**src/rtl/hex_disp_scan_pkg.sv**
```systemverilog
// Shared constants for the four-digit seven-segment scan driver.
// Segment patterns are active-low in {g,f,e,d,c,b,a} order.
package hex_disp_scan_pkg;

  localparam int NUM_DIGITS = 4;
  localparam int SEL_W      = $clog2(NUM_DIGITS);

  localparam logic [3:0] AN_OFF  = 4'b1111;
  localparam logic [6:0] SEG_OFF = 7'h7F;

  localparam logic [6:0] SEG_0 = 7'b1000000;
  localparam logic [6:0] SEG_1 = 7'b1111001;
  localparam logic [6:0] SEG_2 = 7'b0100100;
  localparam logic [6:0] SEG_3 = 7'b0110000;
  localparam logic [6:0] SEG_4 = 7'b0011001;
  localparam logic [6:0] SEG_5 = 7'b0010010;
  localparam logic [6:0] SEG_6 = 7'b0000010;
  localparam logic [6:0] SEG_7 = 7'b1111000;
  localparam logic [6:0] SEG_8 = 7'b0000000;
  localparam logic [6:0] SEG_9 = 7'b0010000;
  localparam logic [6:0] SEG_A = 7'b0001000;
  localparam logic [6:0] SEG_B = 7'b0000011;
  localparam logic [6:0] SEG_C = 7'b1000110;
  localparam logic [6:0] SEG_D = 7'b0100001;
  localparam logic [6:0] SEG_E = 7'b0000110;
  localparam logic [6:0] SEG_F = 7'b0001110;

endpackage

```
**src/rtl/hex_seg_rom.sv**
```systemverilog
// Registered hex-to-seven-segment ROM, one cycle of latency.
module hex_seg_rom
  import hex_disp_scan_pkg::*;
(
  input  logic       clk,
  input  logic [3:0] addr,
  output logic [6:0] data
);

  logic [6:0] seg_c;

  // Nibble decode to the active-low segment pattern
  always_comb begin
    seg_c = SEG_OFF;
    case (addr)
      4'h0: seg_c = SEG_0;
      4'h1: seg_c = SEG_1;
      4'h2: seg_c = SEG_2;
      4'h3: seg_c = SEG_3;
      4'h4: seg_c = SEG_4;
      4'h5: seg_c = SEG_5;
      4'h6: seg_c = SEG_6;
      4'h7: seg_c = SEG_7;
      4'h8: seg_c = SEG_8;
      4'h9: seg_c = SEG_9;
      4'hA: seg_c = SEG_A;
      4'hB: seg_c = SEG_B;
      4'hC: seg_c = SEG_C;
      4'hD: seg_c = SEG_D;
      4'hE: seg_c = SEG_E;
      4'hF: seg_c = SEG_F;
      default: seg_c = SEG_OFF;
    endcase
  end

  // Output register; the scan top aligns anodes to this edge
  always_ff @(posedge clk) begin
    data <= seg_c;
  end

endmodule

```
**src/rtl/hex_disp_scan.sv**
```systemverilog
// Time-multiplexed four-digit common-anode seven-segment driver.
// A 16-bit value is snapshotted once per scan frame; each digit is lit
// for 2^(N-2) cycles. Anode enables are registered on the same edge as
// the segment ROM so a new anode never shows stale segments.
// Optional build macro HEX_DISP_SCAN_LZ_BLANK_EN adds leading-zero
// suppression on digits 3..1.
module hex_disp_scan
  import hex_disp_scan_pkg::*;
#(
  parameter int N = 18
) (
  input  logic        clk,
  input  logic        reset,
  input  logic [15:0] hex_in,
  input  logic [3:0]  dp_in,
  input  logic [3:0]  blank_in,
  output logic [3:0]  an,
  output logic [7:0]  sseg,
  output logic        frame_tick
);

  localparam logic [N-1:0] CNT_LAST = '1;
  localparam logic [N-1:0] CNT_ONE  = {{(N-1){1'b0}}, 1'b1};

  // Active-low one-hot anode for the selected digit
  function automatic logic [3:0] digit_an(input logic [SEL_W-1:0] s);
    return ~(4'b0001 << s);
  endfunction

`ifdef HEX_DISP_SCAN_LZ_BLANK_EN
  // Digit k (3..1) goes dark when it and every digit above it are zero
  function automatic logic [3:0] lz_mask(input logic [15:0] h);
    logic [3:0] m;
    m[3] = (h[15:12] == 4'h0);
    m[2] = m[3] && (h[11:8] == 4'h0);
    m[1] = m[2] && (h[7:4] == 4'h0);
    m[0] = 1'b0;
    return m;
  endfunction
`endif

  logic [N-1:0]       cnt_p0;
  logic [SEL_W-1:0]   sel_p0;
  logic               last_p0;
  logic [15:0]        hex_snap;
  logic [3:0]         dp_snap;
  logic [3:0]         blank_snap;
  logic [3:0]         nib_p0;
  logic [3:0]         blank_eff_p0;
  logic               blank_sel_p0;

  logic [6:0]         rom_data_p1;
  logic [3:0]         an_p1;
  logic               dp_p1;
  logic               vld_p1;

  // ---- stage p0: refresh counter, snapshot and digit select ----
  assign sel_p0  = cnt_p0[N-1:N-2];
  assign last_p0 = (cnt_p0 == CNT_LAST);

  // Free-running refresh counter, wraps naturally at 2^N
  always_ff @(posedge clk or posedge reset) begin
    if (reset) begin
      cnt_p0 <= '0;
    end else begin
      cnt_p0 <= cnt_p0 + CNT_ONE;
    end
  end

  // Frame snapshot, taken only on the last cycle so a frame never mixes values
  always_ff @(posedge clk or posedge reset) begin
    if (reset) begin
      hex_snap   <= '0;
      dp_snap    <= '0;
      blank_snap <= '0;
    end else if (last_p0) begin
      hex_snap   <= hex_in;
      dp_snap    <= dp_in;
      blank_snap <= blank_in;
    end
  end

  // Per-digit dark mask combining the user mask and optional zero suppression
  always_comb begin
`ifdef HEX_DISP_SCAN_LZ_BLANK_EN
    blank_eff_p0 = blank_snap | lz_mask(hex_snap);
`else
    blank_eff_p0 = blank_snap;
`endif
  end

  assign nib_p0       = hex_snap[{sel_p0, 2'b00} +: 4];
  assign blank_sel_p0 = blank_eff_p0[sel_p0];

  // ---- stage p1: ROM output and aligned anode / dp registers ----
  hex_seg_rom u_rom (
    .clk  (clk),
    .addr (nib_p0),
    .data (rom_data_p1)
  );

  // Anode and dp registered on the ROM edge; a dark digit drops its dp too
  always_ff @(posedge clk or posedge reset) begin
    if (reset) begin
      an_p1  <= AN_OFF;
      dp_p1  <= 1'b0;
      vld_p1 <= 1'b0;
    end else begin
      an_p1  <= blank_sel_p0 ? AN_OFF : digit_an(sel_p0);
      dp_p1  <= dp_snap[sel_p0] & ~blank_sel_p0;
      vld_p1 <= 1'b1;
    end
  end

  // The ROM register has no reset; force all segments off until it is loaded
  assign sseg       = vld_p1 ? {~dp_p1, rom_data_p1} : {1'b1, SEG_OFF};
  assign an         = an_p1;
  assign frame_tick = last_p0;

endmodule
```
**config.mk**
```make
export PLATFORM = sky130hd
export DESIGN_NAME = hex_disp_scan
export DESIGN_NICKNAME = d
export VERILOG_FILES = /design/src/rtl/hex_disp_scan_pkg.sv /design/src/rtl/hex_seg_rom.sv /design/src/rtl/hex_disp_scan.sv
export SDC_FILE = /design/constraint.sdc
export NUM_CORES = 1
export LEC_CHECK = 0
export ABC_AREA = 1
export CAP_MARGIN = 10
export CORE_MARGIN = 1
export CORE_UTILIZATION = 45
export CTS_CLUSTER_DIAMETER = 60
export CTS_CLUSTER_SIZE = 25
export DETAILED_ROUTE_END_ITERATION = 10
export PLACE_DENSITY = 0.67
export RECOVER_POWER = 25
export SLEW_MARGIN = 30
export SYNTH_ARGS = -nofsm -noshare
export SYNTH_HDL_FRONTEND = slang
export SYNTH_SLANG_ARGS = --single-unit
```
**constraint.sdc**
```tcl
create_clock -name clk -period 5 [get_ports clk]
set_input_delay 1.5 -clock clk [delete_from_list [all_inputs] [get_ports clk]]
set_output_delay 1.5 -clock clk [all_outputs]
set_load 0.05 [all_outputs]
```
# Word-level counts from Yosys, hierarchy flattened
# Memories as Yosys holds them, arrays and structs flattened. A register that Yosys moved wholly into a read port is not among the register bits.
# Index checks and enable logic that the tools add are counted.
# op_classes
reduce_logical,0
mul,0
div,0
bitwise_logic,4
addsub,1
mux,6
magnitude_cmp,1
eq_ne,1
shift,2
# op_table
op,count
"18-bit by 1-bit adder with 18-bit output, second input constant",1
"18-bit == test, second input constant",1
16-bit by 5-bit indexed part select with 4-bit output,1
8-bit 2-to-1 mux,1
1-bit binary-select mux with 2-bit select,2
4-bit 2-to-1 mux,1
4-bit inverter,1
"1-bit by 2-bit left shift with 4-bit output, first input constant",1
"2-bit by 3-bit less-than comparator with 1-bit output, second input constant",1
1-bit 2-to-1 mux,2
1-bit inverter,2
1-bit bitwise AND,1
# word_totals
romBits,112
latchBits,0
mem_count,1
mem_bits_rw,0
reg_bits,48
in_bits,26
wordCells,23
output_inout_bits,13
# mem_list
memory,words,word_bits,rd,rd_ports_with_merged_regs,wr,line,source
(name not given),16,7,1,1,0,hex_seg_rom.sv:15,case (addr)

# Depth between registers and ports, before layout
# Gate-level depths: netlist of run 1.
# logic_depth
ltp_word,4
depth_mapped,11

# By module
# A second synthesis of run 1 with hierarchy kept.
# unflattened
cells_unflattened,323
hier_area_um2,2773.9
# by_module_without_submodules
mod,cells_each,area_per_inst_um2,n_inst
hex_disp_scan,265,2327.2,1
hex_seg_rom,58,446.7,1

# Least setup slack after synthesis of run 1
# No wires, ideal clock.
# synth_timing
path_type,register -> output
from,register cnt_p0[0]
to,output frame_tick
required_ps,3500
arrival_ps,1720
path_slack_ps,1780
stages_incl_launch_ff,8
path_cell_list,dfrtp_1 -> ha_1 -> nand3_2 -> inv_1 -> nand2_2 -> nor2_1 -> nand2_1 -> nor2_1
# synth_between
elab_chain_cells,1
# synth_rtl
element,line,source
"start, declared",hex_disp_scan.sv:42,logic [N-1:0] cnt_p0;
"start signal, assigned",hex_disp_scan.sv:66,cnt_p0 <= cnt_p0 + CNT_ONE;
18-bit == test,hex_disp_scan.sv:59,assign last_p0 = (cnt_p0 == CNT_LAST);
"end, declared",hex_disp_scan.sv:19,output logic frame_tick
# No other way between the ends.

# Final worst setup path of run 1
# Same ends and word-level chain as after synthesis.

==> summary.txt, run 1 <==
Clock tree
  – Clock sinks: 55
  – Clock buffer depth: 2
  – Post_cts resized: 0
  – Root Driver: clkbuf_8
  – CTS tree: done
  – Clock transition at the registers of the reported paths: 100 ps
  – Clk_lat worst skew: 310 ps
  – Hold Buf Count CTS: 0
  – CTS H-tree lvls: 2
  – Post-CTS Setup Repair Bufs: 0
  – TritonCTS buffer count: 5

Logic synthesis
  – Part of the Yosys area used for sequential elements: between 40% and 50%
  – #FFs+latches synth: 55
  – Mapped Nets: 388
  – Mapped cell area: 0.00289 sq mm
  – Syn avg cell area: slightly above 8 sq um
  – Netlist cell types: 28
  – Ys Warns: 0
  – Synthesized instance count: 355

STA
  – Final setup fails: 0
  – RSZ-0062 raised after global routing: no
  – FMAX: 0.249 GHz
  – Worst slew pin tran: around 2000 ps
  – Final min period: 4010 ps
  – Clock skew: 9.17 ps
  – Slew Viols, Final: 75
  – Final hold vios: 0
  – Slew margin rel.: -37.0%
  – Setup TNS Final: 0 ps
  – Period utilization: 80.2%

Pwr
  – Sw Share: 21.3%
  – Pint: 0.616 mW
  – Leak: 1.56 nW
  – Gate power share: 4.7%
  – Total power: roughly 0.78 mW
  – Max IR drop VDD: 0.113 mV
  – Clock share of power: 38.4%
  – Flop pwr share: 56.9%
  – Power per cell area: 235 mW/mm^2
  – Switch Pwr: 0.167 mW

Drt
  – Initial DRC Count: between 100 and 150
  – Routed vias: about 2300
  – Avg Vias per Cell: 4.92
  – First-pass iteration count of the detailed router: 4
  – # DRC: 0
  – Routed Antenna Nets: 0
  – Wire per inst: around 12 um
  – Total wire length: 5.68 mm

Placed design
  – Post-DP HPWL: 3.94 mm
  – Gp weighted congestion: 0.828
  – Port bufs: 38

Final layout
  – Most frequent cells in the layout: nand2_1 (148), nand3_1 (50), dfrtp_1 (44)
  – Footprint of the multi-input gates: ~0.0013 sq mm
  – Share of layout cells above drive strength 1: 9.49%
  – Total Nets Final: 422
  – Final core occ: 54.9%
  – Fillers: 560
  – Register area: 0.00135 sq mm
  – Most common cell after layout, fill and taps aside: nand2_1
  – ANT cells: 0
  – Area grow syn2layout: 15.1%

Global route
  – Global Route Usage Sum: 18.8%
  – Initial antenna violation count: 0
  – GRT overflow: 0
  – Vias in the first global route: 2166
  – Largest net degree at the start of global routing: 49
  – First-pass GRT wire length: 9.54 mm

Setup path
  – Crit start category: flip-flop
  – Crit Path Class: flip-flop to output pin
  – Crit path capture type: output pin
  – Arr. time, crit path: about 2500 ps
  – Max Fanout on Critical Path: 5
  – R2R Path Start: cnt_p0[0]
  – WP data required: 3500 ps
  – R2R setup slack: 2310 ps
  – Crit Reg-Reg Endpoint: hex_snap[12]
  – R2R depth: 7

Hold path
  – Hold crit path type: flip-flop to flip-flop
  – Worst Hold End: cnt_p0[15]
  – Hold Path Stages: 2
  – Worst hold start: cnt_p0[15]

Floorplan
  – Die Wd: ~82 um
  – CORE AREA: approximately 0.0061 sq mm
  – DIE HEIGHT: approximately 82 um
  – Initial core utilization: 47.7%
  – Die Area: 0.00675 sq mm
  – Num ports: 39
  – Rows: 28

Flow run
  – MaxCap Viol Count: 2

Run status
  – Failing checks: capacitance limit, slew limit
  – Status: finished, violations left
## per-stage QoR
stage	instance area, sq um	hold slack (ps)	worst slack (ps)	instances
3_5_place_dp	3250	465	1390	457
2_1_floorplan	2890	442	1780	355
3_3_place_gp	3250	457	1440	457
6_report	3330	483	992	465
5_1_grt	3330	518	860	465
4_1_cts	3370	489	1030	465
## power by group through the flow
stage,combinational [mW],sequential (mW),clock [mW]
6_report,0.0370,0.445,0.301
5_1_grt,0.0407,0.446,0.324
4_1_cts,0.0386,0.445,0.310
3_5_place_dp,0.0385,0.454,0
3_3_place_gp,0.0378,0.454,0
2_1_floorplan,0.0134,0.453,0
## cell type report
class / count / area share [%]
sequential: 55 / 40.5
multi-input combinational: 265 / 39.0
timing repair buffer: 38 / 11.4
tap: 75 / 2.82
inverter: 24 / 2.75
clock buffer: 5 / 2.07
clock inverter: 3 / 1.43
## metal layers
| layer | wire length (um) | vias to the layer above | GRT usage (%) |
|---|---|---|---|
| met5 | 0 | - | 0 |
| met3 | 244 | 7 | 2.97 |
| li1 | - | 1172 | - |
| met2 | 2620 | 51 | 31.2 |
| met4 | 91 | 0 | 7.37 |
| met1 | 2720 | 1057 | 24.6 |
## state kept, by name, summed over array words and instances, names as in the netlist
name	flops
cnt_p0	18
hex_snap	16
u_rom.data	7
an	4
blank_eff_p0	4
dp_snap	4
dp_p1	1
vld_p1	1
## cell families (layout without fill, tap and decap cells)
group	count (synthesis)	after routing	synth area share [%]
AOI/OAI and AO/OA	4	4	1.21
buffers and inverters	35	70	7.14
adders and majority gates	7	7	3.03
other	1	1	0.130
and+or+nand+nor	242	242	38.6
xor gates and xnor gates	11	11	3.33
DFF	55	55	46.6
## worst max-delay path by stage
| stage | from | endpoint |
|---|---|---|
| 5_1_grt | cnt_p0[0] | frame_tick |
| 3_3_place_gp | cnt_p0[0] | frame_tick |
| 6_report | cnt_p0[0] | frame_tick |
| 3_5_place_dp | cnt_p0[0] | frame_tick |
| 2_1_floorplan | cnt_p0[0] | frame_tick |
| 4_1_cts | cnt_p0[0] | frame_tick |
## critical path, stage by stage (launching register included)
cell             delay, ps
dfrtp_1                420
ha_1                   210
nand3_1                140
inv_1                   80
nand2_1                120
nor2_1                 180
nand2_1                100
nor2_1                 130
clkdlybuf4s50_1        820
## Yosys cell counts
| cell type | count | area (sq um) |
|---|---|---|
| nand2_1 | 146 | 548 |
| nand3_1 | 49 | 245 |
| dfrtp_1 | 44 | 1100 |
| inv_1 | 20 | 75.1 |
| nor2_1 | 17 | 63.8 |
| nand2_2 | 11 | 68.8 |
| buf_6 | 10 | 113 |
| dfxtp_1 | 7 | 140 |
| ha_1 | 7 | 87.6 |
| xor2_1 | 7 | 61.3 |
| nor2_4 | 5 | 56.3 |
| dfstp_2 | 4 | 105 |
| inv_2 | 4 | 15.0 |
| nor2_2 | 4 | 25.0 |
| xnor2_1 | 4 | 35.0 |
| nand3_2 | 2 | 20.0 |
| nand3_4 | 2 | 35.0 |
| nand4_1 | 2 | 12.5 |
| a21oi_4 | 1 | 16.3 |
| a22o_1 | 1 | 8.76 |
| clkbuf_1 | 1 | 3.75 |
| conb_1 | 1 | 3.75 |
| nand2_4 | 1 | 11.3 |
| nand3b_1 | 1 | 7.51 |
| nor3_1 | 1 | 5.00 |
| nor3_4 | 1 | 16.3 |
| o21ai_0 | 1 | 5.00 |
| o21ai_1 | 1 | 5.00 |
No activity file was read; power rests on OpenSTA's default activity.
==> run 2: changes to the inputs <==
--- a/config.mk
+++ b/config.mk
@@ -12,7 +12,7 @@
 export CTS_CLUSTER_DIAMETER = 60
 export CTS_CLUSTER_SIZE = 25
 export DETAILED_ROUTE_END_ITERATION = 10
-export PLACE_DENSITY = 0.67
+export PLACE_DENSITY = 0.7
 export RECOVER_POWER = 25
 export SLEW_MARGIN = 30
 export SYNTH_ARGS = -nofsm -noshare
==> constraint.sdc (replaced) <==
create_clock -name clk -period 3.49 [get_ports clk]
set_input_delay 1.047 -clock clk [delete_from_list [all_inputs] [get_ports clk]]
set_output_delay 1.047 -clock clk [all_outputs]
set_load 0.05 [all_outputs]
==> summary.txt, run 2 (synthesis results as in run 1) <==
Clock tree
  – Clock sinks: 55 (unchanged)
  – Clk_lat worst skew: 310 ps (about the same)
  – Hold Buf Count CTS: 0 (unchanged)
  – Clock transition at the registers of the reported paths: 110 ps (about the same)
  – CTS H-tree lvls: 2 (unchanged)
  – Clock buffer depth: 2 (unchanged)
  – Root Driver: clkbuf_8
  – Post-CTS Setup Repair Bufs: 0 (unchanged)
  – TritonCTS buffer count: 5 (unchanged)
  – CTS tree: done
  – Post_cts resized: 1 (+1)

Final layout
  – Reg with most FFs: cnt_p0
  – Max reg flops: 18 (unchanged)
  – Area grow syn2layout: 16.1%
  – Fin cells: 468 (+0.65%)
  – Most frequent cells in the layout: nand2_1 (146), nand3_1 (49), dfrtp_1 (44)
  – Top Registers: cnt_p0 x18, hex_snap x16, u_rom.data x7
  – Share of layout cells above drive strength 1: 11.5% (+2.0 points)
  – Design Area, Final: 0.00335 sq mm (+0.87%)
  – ANT cells: 0 (unchanged)
  – Most common cell after layout, fill and taps aside: nand2_1
  – Total Nets Final: 425 (+0.71%)

Placed design
  – Placed Instances: 460 (+0.66%)
  – Placed instance area: 0.00327 sq mm (+0.62%)
  – Gp weighted congestion: 0.821 (-0.89%)
  – Post-DP HPWL: 4.14 mm (+5.1%)
  – Port bufs: 38 (unchanged)

STA
  – Final min period: 3270 ps
  – RSZ-0062 raised after global routing: no
  – Final setup fails: 0 (unchanged)
  – Period utilization: 93.6%
  – Clock skew: 8.90 ps (-0.273 ps)
  – FMAX: between 0.3 and 0.4 GHz
  – Worst slew pin tran: 864 ps (-1180 ps)
  – Slew Viols, Final: 0 (-100%)
  – Slew margin rel.: 42.4% (+79 points)
  – Final hold vios: 0 (unchanged)
  – Setup TNS Final: 0 ps (unchanged)

Drt
  – Wire per inst: 12.1 um (-0.96%)
  – Routed Antenna Nets: 0 (unchanged)
  – Avg Vias per Cell: 4.88 (-0.86%)
  – Total wire length: 5.66 mm (-0.32%)
  – Initial DRC Count: 151 (+44%)
  – # DRC: 0 (unchanged)
  – First-pass iteration count of the detailed router: 4 (unchanged)
  – Routed vias: 2282 (-0.22%)

Hold path
  – Worst Hold End: dp_snap[2]
  – Hold Path Stages: 2 (unchanged)
  – Worst hold start: dp_snap[2]
  – Hold crit path type: flip-flop to flip-flop

Setup path
  – R2R depth: 10 (+3)
  – Max Fanout on Critical Path: 5 (unchanged)
  – R2R Path Start: cnt_p0[17]
  – WP data required: 2440 ps (-1060 ps)
  – R2R setup slack: 1570 ps (-740 ps)
  – Crit Path Class: flip-flop to output pin
  – Crit path capture type: output pin
  – Crit start category: flip-flop
  – Crit Reg-Reg Endpoint: u_rom.data[3]
  – Arr. time, crit path: 2220 ps (-290 ps)

Global route
  – Global Route Usage Sum: 20.1% (+1.3 points)
  – Largest net degree at the start of global routing: 30 (-39%)
  – First-pass GRT wire length: 10.0 mm (+5.1%)
  – Vias in the first global route: 2217 (+2.4%)
  – Initial antenna violation count: 0 (unchanged)
  – GRT overflow: 0 (unchanged)

Pwr
  – Power per cell area: 317 mW/mm^2 (+35%)
  – Gate power share: 5.2% (+0.5 points)
  – Leak: 1.58 nW (+0.77%)
  – Pint: 0.815 mW (+32%)
  – Flop pwr share: 60.0% (+3.1 points)
  – Sw Share: 23.2% (+1.9 points)
  – Clock share of power: 34.8% (-3.6 points)
  – Switch Pwr: 0.247 mW (+48%)
  – Max IR drop VDD: 0.175 mV (+54%)

Floorplan
  – CORE AREA: 0.00606 sq mm (unchanged)
  – DIE HEIGHT: 82.1 um (unchanged)
  – Initial core utilization: 47.7% (unchanged)
  – Rows: 28 (unchanged)
  – Num ports: 39 (unchanged)
  – Die Wd: 82.1 um (unchanged)
  – Die Area: 0.00675 sq mm (unchanged)

Flow run
  – MaxCap Viol Count: 0 (-2)

Run status
  – Status: complete, no violations
-- run 2: layer usage --
metal	GRT usage [%]	up-vias	part of all wire [%]
li1	-	1183	-
met1	26.6	1040	48
met2	32.4	53	46
met3	3.74	6	3.8
met4	8.07	0	1.7
met5	0	-	0
-- run 2: through the flow --
stage                     hold slack (ps)  total power [mW]  setup slack [ps]  util [%]
after floorplan                       442             0.668               723         -
final                                 491              1.06               223      55.3
after global routing                  519              1.11              36.0      55.3
after global placement                459             0.706               400      54.0
after CTS                             490              1.08               195      55.5
after detailed placement              461             0.707               268      54.0
-- run 2: worst max path at each step --
| stage | slack, ps | start | to | cells past startpoint |
|---|---|---|---|---|
| 3_3_place_gp | 400 | cnt_p0[0] | frame_tick | 8 |
| 2_1_floorplan | 720 | cnt_p0[0] | frame_tick | 7 |
| 6_report | 220 | cnt_p0[0] | frame_tick | 8 |
| 4_1_cts | 190 | cnt_p0[0] | frame_tick | 8 |
| 3_5_place_dp | 270 | cnt_p0[0] | frame_tick | 8 |
| 5_1_grt | 40 | cnt_p0[0] | frame_tick | 8 |
-- run 2: cell type report --
class	count	area [sq um]
clock buffer	5	68.8
clock inverter	3	27.5
fill	582	2710
inverter	24	90.1
multi-input combinational	265	1330
sequential	55	1350
tap	75	93.8
timing repair buffer	41	402
-- run 2: critical path, stage by stage (launching register included) --
cell           delay [ps]
dfrtp_1               440
ha_1                  250
nand3_2               120
inv_1                  90
nand2_2               100
nor2_1                180
nand2_1               100
nor2_1                110
dlygate4sd2_1         530
-- run 2: power groups by stage --
stage          clock (mW)  sequential (mW)  combinational (mW)
2_1_floorplan           0            0.649              0.0193
3_3_place_gp            0            0.650              0.0561
3_5_place_dp            0            0.650              0.0567
4_1_cts             0.384            0.638              0.0569
5_1_grt             0.411            0.638              0.0604
6_report            0.370            0.638              0.0549
